--- src/rtl/spi_slave_io_pkg.sv ---
// Shared types and helpers for the SPI slave IO engine.
package spi_slave_io_pkg;

  typedef enum logic [1:0] {
    SPI_SLV_IDLE  = 2'b00,
    SPI_SLV_SHIFT = 2'b01,
    SPI_SLV_END   = 2'b10
  } spi_slv_state_e;

  // Bit of a byte that goes out on the cnt-th launch, for either bit order.
  function automatic logic tx_bit(input logic [7:0] data, input logic [2:0] cnt,
                                  input logic lsbfirst);
    tx_bit = lsbfirst ? data[cnt] : data[3'd7 - cnt];
  endfunction

endpackage

--- src/rtl/oh_dsync.sv ---
// Multi-flop synchronizer for a single asynchronous pad signal.
module oh_dsync #(
  parameter int   SYNCS  = 2,
  parameter logic RSTVAL = 1'b0
) (
  input  logic clk,
  input  logic nreset,
  input  logic din,
  output logic dout
);

  logic [SYNCS-1:0] sync_q;

  always_ff @(posedge clk) begin
    if (!nreset) sync_q <= {SYNCS{RSTVAL}};
    else         sync_q <= {sync_q[SYNCS-2:0], din};
  end

  assign dout = sync_q[SYNCS-1];

endmodule

--- src/rtl/spi_slave_io.sv ---
// SPI slave IO engine: oversamples the pads in the clk domain, deserializes mosi
// and serializes a core-supplied byte stream onto miso.
module spi_slave_io
  import spi_slave_io_pkg::*;
#(
  parameter int SYNCS = 2
) (
  input  logic       clk,
  input  logic       nreset,
  input  logic       en,
  input  logic       cpol,
  input  logic       cpha,
  input  logic       lsbfirst,
  input  logic       sclk,
  input  logic       ss,
  input  logic       mosi,
  output logic       miso,
  output logic       miso_en,
  output logic [7:0] rx_data,
  output logic       rx_valid,
  input  logic [7:0] tx_data,
  input  logic       tx_valid,
  output logic       tx_ready,
  output logic       tx_underrun,
  output logic       frame_done,
  output logic [1:0] spi_state
);

  // Handshake: at each byte load the byte is taken from tx_data when tx_valid=1,
  // signalled by a same-cycle tx_ready pulse; with tx_valid=0 the load still
  // happens (8'h00) and tx_underrun pulses instead. rx_valid is a one-cycle
  // pulse with no back-pressure.

  logic           sclk_s, ss_s, mosi_s, sclk_d;
  spi_slv_state_e state_q, state_d;
  logic [7:0]     rx_sh, tx_sh, rx_next, load_byte;
  logic [2:0]     rx_cnt, tx_cnt;
  logic           edge_det, lead, trail, sample, launch;
  logic           in_shift, sample_ok, launch_ok, abort, start, byte_done, load;

  oh_dsync #(.SYNCS(SYNCS), .RSTVAL(1'b0)) u_sync_sclk (
    .clk(clk), .nreset(nreset), .din(sclk), .dout(sclk_s)
  );
  // ss resets deasserted so no frame starts before the pad level has propagated.
  oh_dsync #(.SYNCS(SYNCS), .RSTVAL(1'b1)) u_sync_ss (
    .clk(clk), .nreset(nreset), .din(ss), .dout(ss_s)
  );
  oh_dsync #(.SYNCS(SYNCS), .RSTVAL(1'b0)) u_sync_mosi (
    .clk(clk), .nreset(nreset), .din(mosi), .dout(mosi_s)
  );

  always_ff @(posedge clk) begin
    if (!nreset) sclk_d <= 1'b0;
    else         sclk_d <= sclk_s;
  end

  assign edge_det  = sclk_s ^ sclk_d;
  assign lead      = edge_det & (sclk_s != cpol);
  assign trail     = edge_det & (sclk_s == cpol);
  assign sample    = cpha ? trail : lead;
  assign launch    = cpha ? lead : trail;

  // A rising ss overrides any edge seen in the same cycle.
  assign in_shift  = (state_q == SPI_SLV_SHIFT);
  assign abort     = in_shift & ss_s;
  assign sample_ok = in_shift & ~ss_s & sample;
  assign launch_ok = in_shift & ~ss_s & launch;
  assign start     = (state_q == SPI_SLV_IDLE) & ~ss_s & en;
  assign byte_done = sample_ok & (rx_cnt == 3'd7);
  assign load      = start | byte_done;
  assign load_byte = tx_valid ? tx_data : 8'h00;
  assign rx_next   = lsbfirst ? {mosi_s, rx_sh[7:1]} : {rx_sh[6:0], mosi_s};

  always_ff @(posedge clk) begin
    if (!nreset) state_q <= SPI_SLV_IDLE;
    else         state_q <= state_d;
  end

  always_comb begin
    state_d = state_q;
    case (state_q)
      SPI_SLV_IDLE:  if (!ss_s && en) state_d = SPI_SLV_SHIFT;
      SPI_SLV_SHIFT: if (ss_s) state_d = SPI_SLV_END;
      SPI_SLV_END:   state_d = SPI_SLV_IDLE;
      default:       state_d = SPI_SLV_IDLE;
    endcase
  end

  always_comb begin
    miso_en     = 1'b0;
    frame_done  = 1'b0;
    tx_ready    = load & tx_valid;
    tx_underrun = load & ~tx_valid;
    spi_state   = state_q;
    case (state_q)
      SPI_SLV_SHIFT: miso_en = 1'b1;
      SPI_SLV_END:   frame_done = 1'b1;
      default: ;
    endcase
  end

  always_ff @(posedge clk) begin
    if (!nreset) begin
      rx_sh    <= 8'h00;
      rx_cnt   <= 3'd0;
      rx_data  <= 8'h00;
      rx_valid <= 1'b0;
    end else begin
      rx_valid <= 1'b0;
      if (abort) begin
        rx_sh  <= 8'h00;
        rx_cnt <= 3'd0;
      end else if (sample_ok) begin
        rx_sh  <= rx_next;
        rx_cnt <= rx_cnt + 3'd1;
        if (rx_cnt == 3'd7) begin
          rx_data  <= rx_next;
          rx_valid <= 1'b1;
        end
      end
    end
  end

  // With cpha=0 the first bit must be on miso before the first leading edge,
  // so the entry load doubles as launch 0.
  always_ff @(posedge clk) begin
    if (!nreset) begin
      tx_sh  <= 8'h00;
      tx_cnt <= 3'd0;
      miso   <= 1'b0;
    end else if (abort) begin
      tx_cnt <= 3'd0;
    end else if (start) begin
      tx_sh <= load_byte;
      if (!cpha) begin
        miso   <= tx_bit(load_byte, 3'd0, lsbfirst);
        tx_cnt <= 3'd1;
      end else begin
        tx_cnt <= 3'd0;
      end
    end else if (state_q == SPI_SLV_IDLE) begin
      miso <= 1'b0;
    end else begin
      if (byte_done) tx_sh <= load_byte;
      if (launch_ok) begin
        miso   <= tx_bit(tx_sh, tx_cnt, lsbfirst);
        tx_cnt <= tx_cnt + 3'd1;
      end
    end
  end

endmodule

--- config.mk ---
export PLATFORM = sky130hd
export DESIGN_NAME = spi_slave_io
export DESIGN_NICKNAME = d
export VERILOG_FILES = /design/src/rtl/spi_slave_io_pkg.sv /design/src/rtl/oh_dsync.sv /design/src/rtl/spi_slave_io.sv
export SDC_FILE = /design/constraint.sdc
export NUM_CORES = 1
export LEC_CHECK = 0
export BUFFER_PORTS_ARGS = -buffer_cell sky130_fd_sc_hd__buf_4
export CAP_MARGIN = 20
export CORE_ASPECT_RATIO = 0.5
export CORE_MARGIN = 5
export CORE_UTILIZATION = 40
export DETAILED_ROUTE_END_ITERATION = 8
export PLACE_DENSITY = 0.62
export SLEW_MARGIN = 20
export SYNTH_ARGS = -nofsm -noshare
export SYNTH_HDL_FRONTEND = slang
export SYNTH_HIERARCHICAL = 1
export SYNTH_SLANG_ARGS = --single-unit
export TNS_END_PERCENT = 10
--- constraint.sdc ---
create_clock -name clk -period 2 [get_ports clk]
set_clock_uncertainty 0.15 [all_clocks]
set_input_delay 0 -clock clk [delete_from_list [all_inputs] [get_ports clk]]
set_output_delay 0 -clock clk [all_outputs]
set_load 0.01 [all_outputs]
* Word-level counts from Yosys, hierarchy flattened
Cells that the tools add are included.
** Storage, ports and cells
- Flip-flop bits (word level) :: 41
- Input bits :: 18
- Output and inout bits :: 16
- Logic and storage cells :: 84
** Cells by class
- $add $sub $neg :: 3
- $lt $le $gt $ge :: 2
- Equality and inequality tests :: 9
- Mux-type cells :: 27
- Bitwise operators :: 18
- Reductions and logical operators :: 13
** Operator list (number)
- two-way mux 8 bit :: 5
- two-way mux 1 bit :: 14
- AND 1 bit :: 11
- two-way mux 3 bit :: 3
- AND reduction 3 bit :: 3
- < comparator 3 x 4 -> 1 bit, second input constant :: 2
- adder 3 x 1 -> 3 bit, second input constant :: 2
- binary-select mux 1 bit (select 3 bit) :: 2
- NOT 1 bit :: 5
- two-way mux 2 bit :: 2
- inequality test 2 x 1 -> 1 bit, second input constant :: 2
- inequality test 2 bit, second input constant :: 2
- one-hot mux 2 bit (2 select lines) :: 1
- AND reduction 2 bit :: 2
- nonzero test 2 bit :: 2
- equality test 3 bit, second input constant :: 1
- nonzero test 3 bit :: 1
- OR reduction 3 bit :: 1
- subtractor 3 bit, first input constant :: 1
- equality test 2 x 1 -> 1 bit, second input constant :: 1
- equality test 2 bit, second input constant :: 1
- logical NOT 2 bit :: 1
- OR reduction 2 bit :: 1
- equality test 1 bit :: 1
- 5 further kinds :: 5

* Logic depth before layout (Yosys ltp)
Gate-level depths: netlist of the first run.
- Depth in word-level cells :: 8
- Depth in mapped cells :: 8
- Gate-level depth less buffers :: 5

* Cells and area by module
The synthesis of the first run kept the hierarchy.
** Modules (own cells, without submodules)
- spi_slave_io :: instances 1, cells each 188, area an instance 1776.7 um^2, seq. area each 700.7 um^2
- oh_dsync :: instances 3, cells each 4, area an instance 52.6 um^2, seq. area each 40.0 um^2

* Worst setup path after synthesis of the first run
OpenSTA, ideal clock, no wires.
- Path kind :: reg-to-reg
- From :: register state_q[0] (netlist: spi_state[0])
- To :: register rx_cnt[2]
- Setup time :: 128 ps
- Arrival :: 1567 ps
- Required time :: 1722 ps
- Slack :: 155 ps
- Stages on the path, launching flop included :: 9
- Buffers on the path :: 3
- Clock period less this slack :: 1845 ps
- Cells stage by stage :: dfxtp_1 -> buf_2 -> and2b_1 -> and2_2 -> buf_2 -> nand2_2 -> buf_6 -> mux2i_1 -> nor2_1
** On the way
- Cells in the longest elaborated chain, start to end :: 3
- Elaborated cells between the ends (all ways) :: 5
- Those cells by class :: eq/ne: 1; bitwise: 3; reduce/logical: 1
** Ends and longest elaborated chain
- from (decl) :: RTL line spi_slave_io.sv:35 : spi_slv_state_e state_q, state_d;
- from (signal assigned) :: RTL line spi_slave_io.sv:76 : else state_q <= state_d;
- equality test 2 x 1 -> 1 bit * :: RTL line spi_slave_io.sv:64 : assign in_shift = (state_q == SPI_SLV_SHIFT);
- AND 1 bit (on tied branches) :: RTL line spi_slave_io.sv:66, spi_slave_io.sv:65
- AND 1 bit / OR reduction 2 bit (equally long branches)
- to (signal assigned) :: RTL line spi_slave_io.sv:115 : rx_cnt <= rx_cnt + 3'd1;
- to (decl) :: RTL line spi_slave_io.sv:37 : logic [2:0] rx_cnt, tx_cnt;
Every way passes the cells marked *; elsewhere a longest branch is shown, timed or not.
A chain may end at the register's enable or synchronous reset.

* Final worst setup path of the first run
- From :: register sclk_d
- To :: output port tx_ready
** On the way
- Cells in the longest elaborated chain, start to end :: 7
- Elaborated cells between the ends (all ways) :: 8
- Those cells by class :: mux: 1; bitwise: 7
** Ends and longest elaborated chain
- from (decl) :: RTL line spi_slave_io.sv:34 : logic sclk_s, ss_s, mosi_s, sclk_d;
- from (signal assigned) :: RTL line spi_slave_io.sv:54 : else sclk_d <= sclk_s;
- bitwise XOR 1 bit * :: RTL line spi_slave_io.sv:57 : assign edge_det = sclk_s ^ sclk_d;
- AND 1 bit (on tied branches) :: RTL line spi_slave_io.sv:58, spi_slave_io.sv:59
- two-way mux 1 bit * :: RTL line spi_slave_io.sv:60 : assign sample = cpha ? trail : lead;
- AND 1 bit * :: RTL line spi_slave_io.sv:66 : assign sample_ok = in_shift & ~ss_s & sample;
- AND 1 bit * :: RTL line spi_slave_io.sv:69 : assign byte_done = sample_ok & (rx_cnt == 3'd7);
- OR 1 bit * :: RTL line spi_slave_io.sv:70 : assign load = start | byte_done;
- AND 1 bit * :: RTL line spi_slave_io.sv:92 : tx_ready = load & tx_valid;
- to (decl) :: RTL line spi_slave_io.sv:23 : output logic tx_ready,
Marked as above.

==> results of run 1 <==
-- report_power, final --
group | leakage, nW | total [mW] | internal [mW] | switching (mW)
sequential | 0.332 | 0.831 | 0.825 | 0.00582
combinational | 0.679 | 0.139 | 0.0794 | 0.0600
clock | 0.0512 | 0.566 | 0.280 | 0.286
total | 1.06 | 1.54 | 1.18 | 0.352
-- final cells by class --
type / count / area, sq um
multi-input combinational: 146 / 1040
inverter: 1 / 3.75
tap: 66 / 82.6
clock buffer: 6 / 82.6
timing repair buffer: 57 / 473
fill: 421 / 2010
clock inverter: 2 / 13.8
sequential: 41 / 821
-- metrics by stage --
stage / setup WS, ns / util, %
finish: 0.208 / 55.6
global placement: 0.196 / 49.2
global route: 0.0519 / 55.6
detailed placement: 0.154 / 49.2
floorplan: 0.155 / -
CTS: 0.146 / 55.5
-- final timing paths --
kind,slack [ns],startpoint,depth (start not counted),to
setup reg to reg,0.25,spi_state[1]$_SDFFE_PN0P_,6,tx_sh[4]$_SDFFE_PN0P_
setup / recovery,0.21,sclk_d$_SDFF_PN0_,5,tx_ready
hold / removal,0.02,en,4,miso$_SDFFE_PN0P_
hold reg to reg,0.27,u_sync_ss/sync_q[0]$_SDFF_PN1_,1,u_sync_ss/sync_q[1]$_SDFF_PN1_
-- metal layers --
| metal | GRT usage (%) | routed length, um |
|---|---|---|
| met3 | 3.70 | 169 |
| met5 | 0 | 0 |
| met4 | 5.94 | 67 |
| met2 | 21.6 | 1840 |
| met1 | 18.7 | 2050 |
-- state kept, by name, indices dropped and copies added, names as in the netlist --
| register | flops |
|---|---|
| miso | 1 |
| rx_cnt | 3 |
| rx_data | 8 |
| rx_sh | 8 |
| rx_valid | 1 |
| sclk_d | 1 |
| spi_state | 2 |
| tx_cnt | 3 |
| tx_sh | 8 |
| u_sync_mosi/sync_q | 2 |
| u_sync_sclk/sync_q | 2 |
| u_sync_ss/sync_q | 2 |
-- cell usage in the layout (no fill, tap or decap), types with 10 or more instances in the layout --
| master | Yosys | routed |
|---|---|---|
| a21oi_1 | 11 | 11 |
| buf_4 | 0 | 39 |
| dfxtp_1 | 41 | 41 |
| dlygate4sd3_1 | 0 | 18 |
| mux2_2 | 10 | 10 |
| mux2i_1 | 15 | 15 |
| nand3_1 | 10 | 10 |
| nor2_1 | 17 | 17 |
| nor2b_1 | 12 | 12 |
| o21ai_0 | 10 | 10 |
-- cell families after synthesis --
family / synth area share [%]
fa+ha+maj: 1.94
compound gates: 11.4
flops: 42.4
simple gates: 22.3
xor+xnor: 1.29
mux: 16.6
buf+inv: 4.01
-- worst max-delay path, stage by stage, from the launching register on --
cell and delay [ns]:
dfxtp_1 0.32, nand2b_1 0.18, mux2i_2 0.39, a31oi_4 0.17
nor2b_1 0.15, buf_4 0.13
-- repair_timing --
action / CTS / global route
setup endpoints to repair: 2 / 3
pin swaps: 1 / 0
hold buffers: 18 / 0
resized for setup: 0 / 2
endpoints found under the hold margin: 26 / 0
setup buffers: 1 / 0
==> impl_metrics.csv, run 1 <==
group,metric,value,unit
run_status,status,"complete, no violations",
routing,drc,0,
routing,dr.first_iter.drc_count,56,
placement,place_hpwl,2890,um
global_routing,grt_max_degree,31,
yosys,yosysSeqAreaShare,42.4,%
yosys,yosys_warnings,6,
critical_path,crit_type,"reg2out",
sta,finalHoldViolCount,0,
floorplan,die_y,59.2,um
global_routing,grt.overflow.total,0,
floorplan,row_count,17,
placement,numPortBuffers,33,
clocking,h-tree-depth,2,
global_routing,antenna_found_initial,0,
yosys,synth_fp_nets,221,
final_layout,fin_area,0.00252,sq mm
pwr,power_per_cell_area,609,mW/mm^2
clocking,cts_sinks,41,
sta,worst_pin_slew,0.505,ns
sta,fmax,558,MHz
routing,drt-total-wl,4130,um
final_layout,num_antenna_cells,0,
yosys,synth_area,0.00193,sq mm
routing,wl_per_cell,12.9,um
flow_run,maxCapViolations,0,
clocking,cts_buffers,5,
placement,placed_area,0.00223,sq mm
yosys,synth.area.top_cells,"dfxtp_1 42%, mux2i_1 7.8%, mux2_2 5.8%",
pwr,ir_drop,242,uV
pwr,p_total,1.54,mW
critical_path,worstPathMaxFanout,4,
yosys,async_reset_ff_share,0,%
critical_path,crit_arrival,1.64,ns
global_routing,grt_usage,14.0,%
yosys,avgSynthCellArea,9.67,sq um
pwr,p_leak,1.06,nW
placement,placed_cells,292,
critical_path,critPathLaunchType,"register",
global_routing,first_global_vias,1423,
yosys,yosysTopAreaCellShare,42.4,%
sta,finalSetupViolations,0,
yosys,ys_types,39,
floorplan,core_area,0.00453,sq mm
clocking,cts_buffer_depth,2,
final_layout,syn_to_final_growth,30.3,%
final_layout,drive_gt1_share,26.9,%
routing,num_vias,1557,
sta,max-slew-margin-rel,66.3,%
sta,rsz0062_at_grt,"false",
yosys,synthTopCellsByCount,"41 x dfxtp_1, 17 x nor2_1, 15 x mux2i_1",
clocking,clk_latency,0.29,ns
yosys,syn_inst,200,
clocking,cts_tree,"built",
sta,maxSlewViolCount,0,
critical_path,required,1.85,ns
routing,viasPerCell,4.88,
sta,fin_tns_setup,0,ns
floorplan,ios,34,
placement,place.gp.congestion,0.786,
final_layout,nets,273,
routing,first_pass_iters,4,
floorplan,dieArea,0.00641,sq mm
yosys,synthFlopType,"dfxtp_1",
sta,layout_min_cycle_time,1.79,ns
floorplan,die_w,108,um
hold_path,worstHoldPathType,"in2reg",
clocking,clock_tree.root_cell,"clkbuf_8",
sta,final.period_utilization,89.6,%
yosys,synth_most_common_cell,"dfxtp_1",
clocking,clk_pin_slew,0.08,ns
sta,timing.hold.ws,0.0208,ns
yosys,ys_ff_latch,41,
global_routing,grt_pass1_wl,6910,um
critical_path,crit_path_end_kind,"output port",
floorplan,start_util,42.7,%
final_layout,final_cells,319,
routing,ant_nets,0,
yosys,synth_edf_count,0,
yosys,yosys.area.top_type,"dfxtp_1",
(Power assumes the default switching activity.)
==> run 2: changes to the inputs <==
Settings changed: CORE_MARGIN 5 to 4.
==> run 2 against run 1 <==
First-iteration DRC count is 48% lower; maximum frequency is 3.2% lower; final area is 0.30% higher.
==> impl_metrics.csv, run 2 (synthesized netlist as in run 1, its figures left out) <==
group,metric,value,unit
final_layout,drive_gt1_share,27.7,%
run_status,status,"complete, no violations",
floorplan,core_area,0.00453,sq mm
routing,wl_per_cell,13.1,um
sta,max-slew-margin-rel,65.3,%
hold_path,hold_depth,4,
pwr,p_sw,360,uW
sta,fmax,540,MHz
floorplan,ios,34,
sta,rsz0062_at_grt,"false",
global_routing,grt.overflow.total,0,
routing,dr.first_iter.drc_count,29,
final_layout,num_antenna_cells,0,
critical_path,regToRegSetupSlack,0.21,ns
critical_path,r2r_start,"spi_state[0]$_SDFFE_PN0P_",
critical_path,required,1.85,ns
placement,place_hpwl,2900,um
pwr,p_leak,1.07,nW
sta,final.period_utilization,92.5,%
clocking,cts_buffer_depth,2,
pwr,p_clk_share,35.4,%
pwr,ir_drop,296,uV
floorplan,die_y,57.2,um
placement,place.gp.congestion,0.782,
global_routing,antenna_found_initial,0,
critical_path,critPathLaunchType,"register",
floorplan,start_util,42.7,%
global_routing,grt_max_degree,31,
critical_path,crit_chain,"and2b_1 > and2_2 > a31oi_4 > nor2b_1 > buf_4",
clocking,cts_buffers,5,
critical_path,critical-path-top-delay-family,"simple AND/OR/NAND/NOR gates",
critical_path,crit_type,"reg2out",
critical_path,path_buf_inv,1,
sta,finalHoldViolCount,0,
critical_path,reg2reg_to,"rx_data[1]$_SDFFE_PN0P_",
clocking,cts_tree,"built",
critical_path,slowest_stage,"dfxtp_2",
global_routing,first_global_vias,1522,
floorplan,row_count,17,
clocking,clock_tree.root_cell,"clkbuf_8",
final_layout,final_cells,322,
sta,maxSlewViolCount,0,
pwr,swShare,23.9,%
sta,worst_pin_slew,0.519,ns
final_layout,final_common_cell,"buf_4",
placement,placed_cells,293,
final_layout,largestRegisters,"rx_data x8, rx_sh x8, tx_sh x8",
final_layout,nets,276,
flow_run,maxCapViolations,0,
global_routing,grt_usage,14.6,%
hold_path,hold_path_end,"miso$_SDFFE_PN0P_",
routing,drt-total-wl,4210,um
pwr,power_per_cell_area,596,mW/mm^2
routing,num_vias,1550,
clocking,clk_latency,0.29,ns
final_layout,layout_common_cells,"41 x buf_4, 40 x dfxtp_1, 19 x dlygate4sd3_1",
sta,layout_min_cycle_time,1.85,ns
placement,numPortBuffers,33,
critical_path,crit_path_end_kind,"output port",
sta,finalSetupViolations,0,
final_layout,syn_to_final_growth,30.7,%
clocking,clk_pin_slew,0.08,ns
critical_path,worstPathMaxFanout,7,
global_routing,grt_pass1_wl,7070,um
floorplan,die_w,106,um
pwr,pwr-share-seq,55.2,%
critical_path,crit_arrival,1.70,ns
hold_path,hold_start,"cpha",
routing,viasPerCell,4.81,
critical_path,worst-r2r-cell-count,5,
clocking,cts_sinks,41,
pwr,power.internal,1.15,mW
pwr,combPwrFrac,9.4,%
routing,ant_nets,0,
routing,drc,0,
hold_path,worstHoldPathType,"in2reg",
clocking,h-tree-depth,2,
routing,first_pass_iters,4,
critical_path,critPathMaxStageDelay,0.40,ns
sta,fin_tns_setup,0,ns
floorplan,dieArea,0.00608,sq mm
==> run 2: layout make-up <==
class	instances	area, sq um
Fill cell	413	2000
Multi-Input combinational cell	146	1040
Sequential cell	41	822
Timing Repair Buffer	60	498
Tap cell	66	82.6
Clock buffer	5	68.8
Clock inverter	3	17.5
Inverter	1	3.75
==> run 2: worst reg2reg max path, cell delays in order, from the launching register on <==
cell	delay (ns)
dfxtp_1	0.45
and2b_1	0.21
and2_2	0.26
nand3_2	0.31
mux2i_1	0.25
nor2b_1	0.07
==> run 2: worst max path at each step <==
stage / from / to / slack, ns / depth (start not counted)
2_1_floorplan: spi_state[0]$_SDFFE_PN0P_ / rx_cnt[2]$_SDFFE_PP0N_ / 0.16 / 8
3_3_place_gp: spi_state[1]$_SDFFE_PN0P_ / tx_sh[3]$_SDFFE_PN0P_ / 0.22 / 4
3_5_place_dp: spi_state[1]$_SDFFE_PN0P_ / tx_sh[2]$_SDFFE_PN0P_ / 0.16 / 4
4_1_cts: spi_state[1]$_SDFFE_PN0P_ / tx_ready / 0.06 / 5
5_1_grt: spi_state[0]$_SDFFE_PN0P_ / tx_cnt[2]$_SDFFE_PP0P_ / 0.06 / 5
6_report: spi_state[1]$_SDFFE_PN0P_ / tx_ready / 0.15 / 5
==> run 2: metal layers <==
layer / part of all wire, % / routed length [um] / global-route usage [%]
met1: 50 / 2090 / 18.5
met2: 46 / 1940 / 24.4
met3: 3.3 / 138 / 3.73
met4: 0.90 / 38 / 4.98
met5: 0 / 0 / 0
==> run 2: timing repair <==
item	in CTS	in global routing
setup endpoints to repair	2	2
hold buffers	19	0
hold endpoints to repair	27	0
resized for setup	0	1
pin swaps	1	0
cloned	0	0
setup buffers	2	0
==> run 2: power groups by stage <==
stage | combinational (mW) | clock, mW | sequential, mW
after floorplan | 0.0653 | 0 | 0.848
after global placement | 0.111 | 0 | 0.851
after detailed placement | 0.112 | 0 | 0.851
after CTS | 0.142 | 0.552 | 0.832
after global routing | 0.156 | 0.595 | 0.834
final | 0.142 | 0.533 | 0.832
==> run 2: stage by stage <==
step / power, mW / setup slack [ns] / util, % / hold WS [ns] / instance area, sq um
6_report: 1.51 / 0.149 / 55.8 / 0.0554 / 2530
5_1_grt: 1.58 / 0.0644 / 55.8 / 0.0943 / 2530
4_1_cts: 1.53 / 0.0562 / 55.8 / 0.0634 / 2530
3_5_place_dp: 0.963 / 0.165 / 49.4 / 0.0423 / 2240
3_3_place_gp: 0.961 / 0.217 / 49.4 / 0.0368 / 2240
2_1_floorplan: 0.914 / 0.155 / - / -0.102 / 1930
==> run 3: changes to the inputs <==
Settings changed: CTS_BUF_LIST from default to sky130_fd_sc_hd__clkbuf_4, SYNTH_HIERARCHICAL 1 to default.
==> run 3 against run 2 <==
Sequential cell count did not move; worst hold slack got worse by 0.028 ns; register-to-register slack got worse by 0.05 ns; via count rose by 1.9%; sequential power barely moved; global-route usage fell by 0.10 points; utilization fell by 0.61 points; non-clock buffer count fell by 4; critical path type unchanged.
==> impl_metrics.csv, run 3 <==
group,metric,value,unit
run_status,status,"complete, no violations",
final_layout,fillers,427,
clocking,clk_pin_slew,0.13,ns
hold_path,worstHoldPathType,"in2reg",
pwr,ir_drop,269,uV
yosys,avgSynthCellArea,9.45,sq um
critical_path,critPathLaunchType,"register",
routing,drc,0,
routing,viasPerCell,4.92,
final_layout,largestRegisters,"rx_data x8, rx_sh x8, tx_sh x8",
final_layout,drive_gt1_share,27.1,%
clocking,clock_tree.root_cell,"clkbuf_4",
yosys,yosysTopAreaCellShare,42.6,%
global_routing,grt.overflow.total,0,
routing,wl_per_cell,13.3,um
yosys,ys_ff_latch,41,
final_layout,fin_util,55.2,%
floorplan,die_w,106,um
sta,finalSetupViolations,0,
sta,finalHoldViolCount,0,
sta,final.period_utilization,95.8,%
pwr,p_total,1.38,mW
yosys,synth_fp_nets,225,
yosys,ys_types,39,
sta,max-slew-margin-rel,64.1,%
placement,numPortBuffers,33,
floorplan,ios,34,
pwr,p_leak,1.12,nW
yosys,yosysSeqAreaShare,42.6,%
placement,placed_area,0.00221,sq mm
critical_path,worstPathMaxFanout,4,
placement,place_hpwl,2890,um
critical_path,critPathMaxStageDelay,0.38,ns
yosys,synth_most_common_cell,"dfxtp_1",
critical_path,crit_arrival,1.77,ns
yosys,async_reset_ff_share,0,%
placement,place.gp.congestion,0.743,
floorplan,start_util,42.6,%
routing,num_vias,1579,
global_routing,antenna_found_initial,0,
clocking,cts_sinks,41,
clocking,cts_buffers,5,
final_layout,layout_common_cells,"38 x buf_4, 38 x dfxtp_1, 21 x mux2i_1",
global_routing,grt_usage,14.5,%
pwr,power_per_cell_area,551,mW/mm^2
sta,worst_pin_slew,0.537,ns
sta,maxSlewViolCount,0,
global_routing,first_global_vias,1492,
critical_path,crit_type,"reg2out",
final_layout,num_antenna_cells,0,
clocking,cts_buffer_depth,2,
floorplan,dieArea,0.00606,sq mm
clocking,h-tree-depth,2,
critical_path,crit_chain,"nand2b_4 > mux2i_2 > a31oi_2 > or3_4 > nor2_2 > buf_4",
routing,drt-total-wl,4270,um
yosys,synth_area,0.00193,sq mm
sta,layout_min_cycle_time,1.92,ns
clocking,cts_tree,"built",
sta,timing.hold.ws,0.0278,ns
final_layout,multi_input_area,0.00107,sq mm
routing,first_pass_iters,4,
floorplan,row_count,17,
yosys,syn_inst,204,
yosys,synth.area.top_cells,"dfxtp_1 43%, mux2i_1 11%, nor2b_1 5.2%",
critical_path,required,1.85,ns
sta,fin_tns_setup,0,ns
yosys,synth_edf_count,0,
routing,dr.first_iter.drc_count,43,
final_layout,nets,275,
floorplan,die_y,57.1,um
clocking,clk_latency,0.35,ns
final_layout,regArea,825,sq um
critical_path,slowest_stage,"or3_4",
yosys,synthFlopType,"dfxtp_1",
floorplan,core_area,0.00453,sq mm
sta,fmax,522,MHz
flow_run,maxCapViolations,0,
final_layout,fin_area,0.00250,sq mm
final_layout,syn_to_final_growth,29.7,%
routing,ant_nets,0,
yosys,synthTopCellsByCount,"41 x dfxtp_1, 22 x mux2i_1, 17 x nand2_1",
global_routing,grt_max_degree,31,
yosys,yosys_warnings,0,
global_routing,grt_pass1_wl,7020,um
yosys,yosys.area.top_type,"dfxtp_1",
critical_path,crit_path_end_kind,"output port",
[run 3: cell count changes after synthesis, sizes merged, moves of 3 or more]
cell and change:
o21ai -8, nand3b -3, mux2i +6, nand2 +9, nand3 -7, nor2b +4
[run 3: cell type report]
cell class	instances	area share, %
clock buffer	5	1.50
clock inverter	3	0.700
inverter	2	0.300
multi-input combinational	148	42.6
sequential	41	33.0
tap	66	3.30
timing repair buffer	56	18.6
[run 3: timing repair]
item	in CTS	in global routing
hold buffers	18	0
gates resized for setup	1	9
setup endpoints to repair	2	2
endpoints found under the hold margin	27	0
pin swaps	1	2
setup buffers	2	0
[run 3: through the flow]
step | cells | setup slack (ns)
finish | 321 | 0.0831
global route | 321 | -0.0112
CTS | 321 | 0.0154
detailed placement | 293 | 0.151
global placement | 293 | 0.208
floorplan | 204 | 0.281
[run 3: cells by family after synthesis]
logic type | share of synthesized area [%]
AO/OA/AOI/OAI | 7.33
XOR/XNOR | 2.21
adder cells (fa/ha/maj) | 1.95
buffers and inverters | 3.96
flip-flops | 42.6
multiplexers | 18.4
AND/OR/NAND/NOR | 23.6
[run 3: final timing paths]
path	startpoint	cells after the start	endpoint	slack, ns
max	u_sync_sclk.sync_q[1]$_SDFF_PN0_	6	tx_ready	0.08
min	tx_valid	4	tx_sh[6]$_SDFFE_PN0P_	0.03
max reg2reg	tx_cnt[0]$_SDFFE_PP0P_	4	miso$_SDFFE_PN0P_	0.16
min reg2reg	u_sync_ss.sync_q[0]$_SDFF_PN1_	1	u_sync_ss.sync_q[1]$_SDFF_PN1_	0.27
[run 3: critical path: cells and delay by family, from the launching register on]
family          cells  cell delay (ns)
simple gates        3             0.63
mux                 1             0.19
flops               1             0.37
compound gates      1             0.12
buf+inv             1             0.12
[run 3: report_power, final]
part | total, mW | switching [mW] | internal (mW)
sequential | 0.834 | 0.00860 | 0.826
combinational | 0.135 | 0.0576 | 0.0778
clock | 0.410 | 0.277 | 0.133
total | 1.38 | 0.343 | 1.04
[run 3: metal layers]
layer	up-vias	global-route usage (%)	share of wire (%)
met4	0	3.87	0.68
met1	738	18.8	50
met2	38	24.0	45
li1	801	-	-
met5	-	0	0
met3	2	3.84	3.9
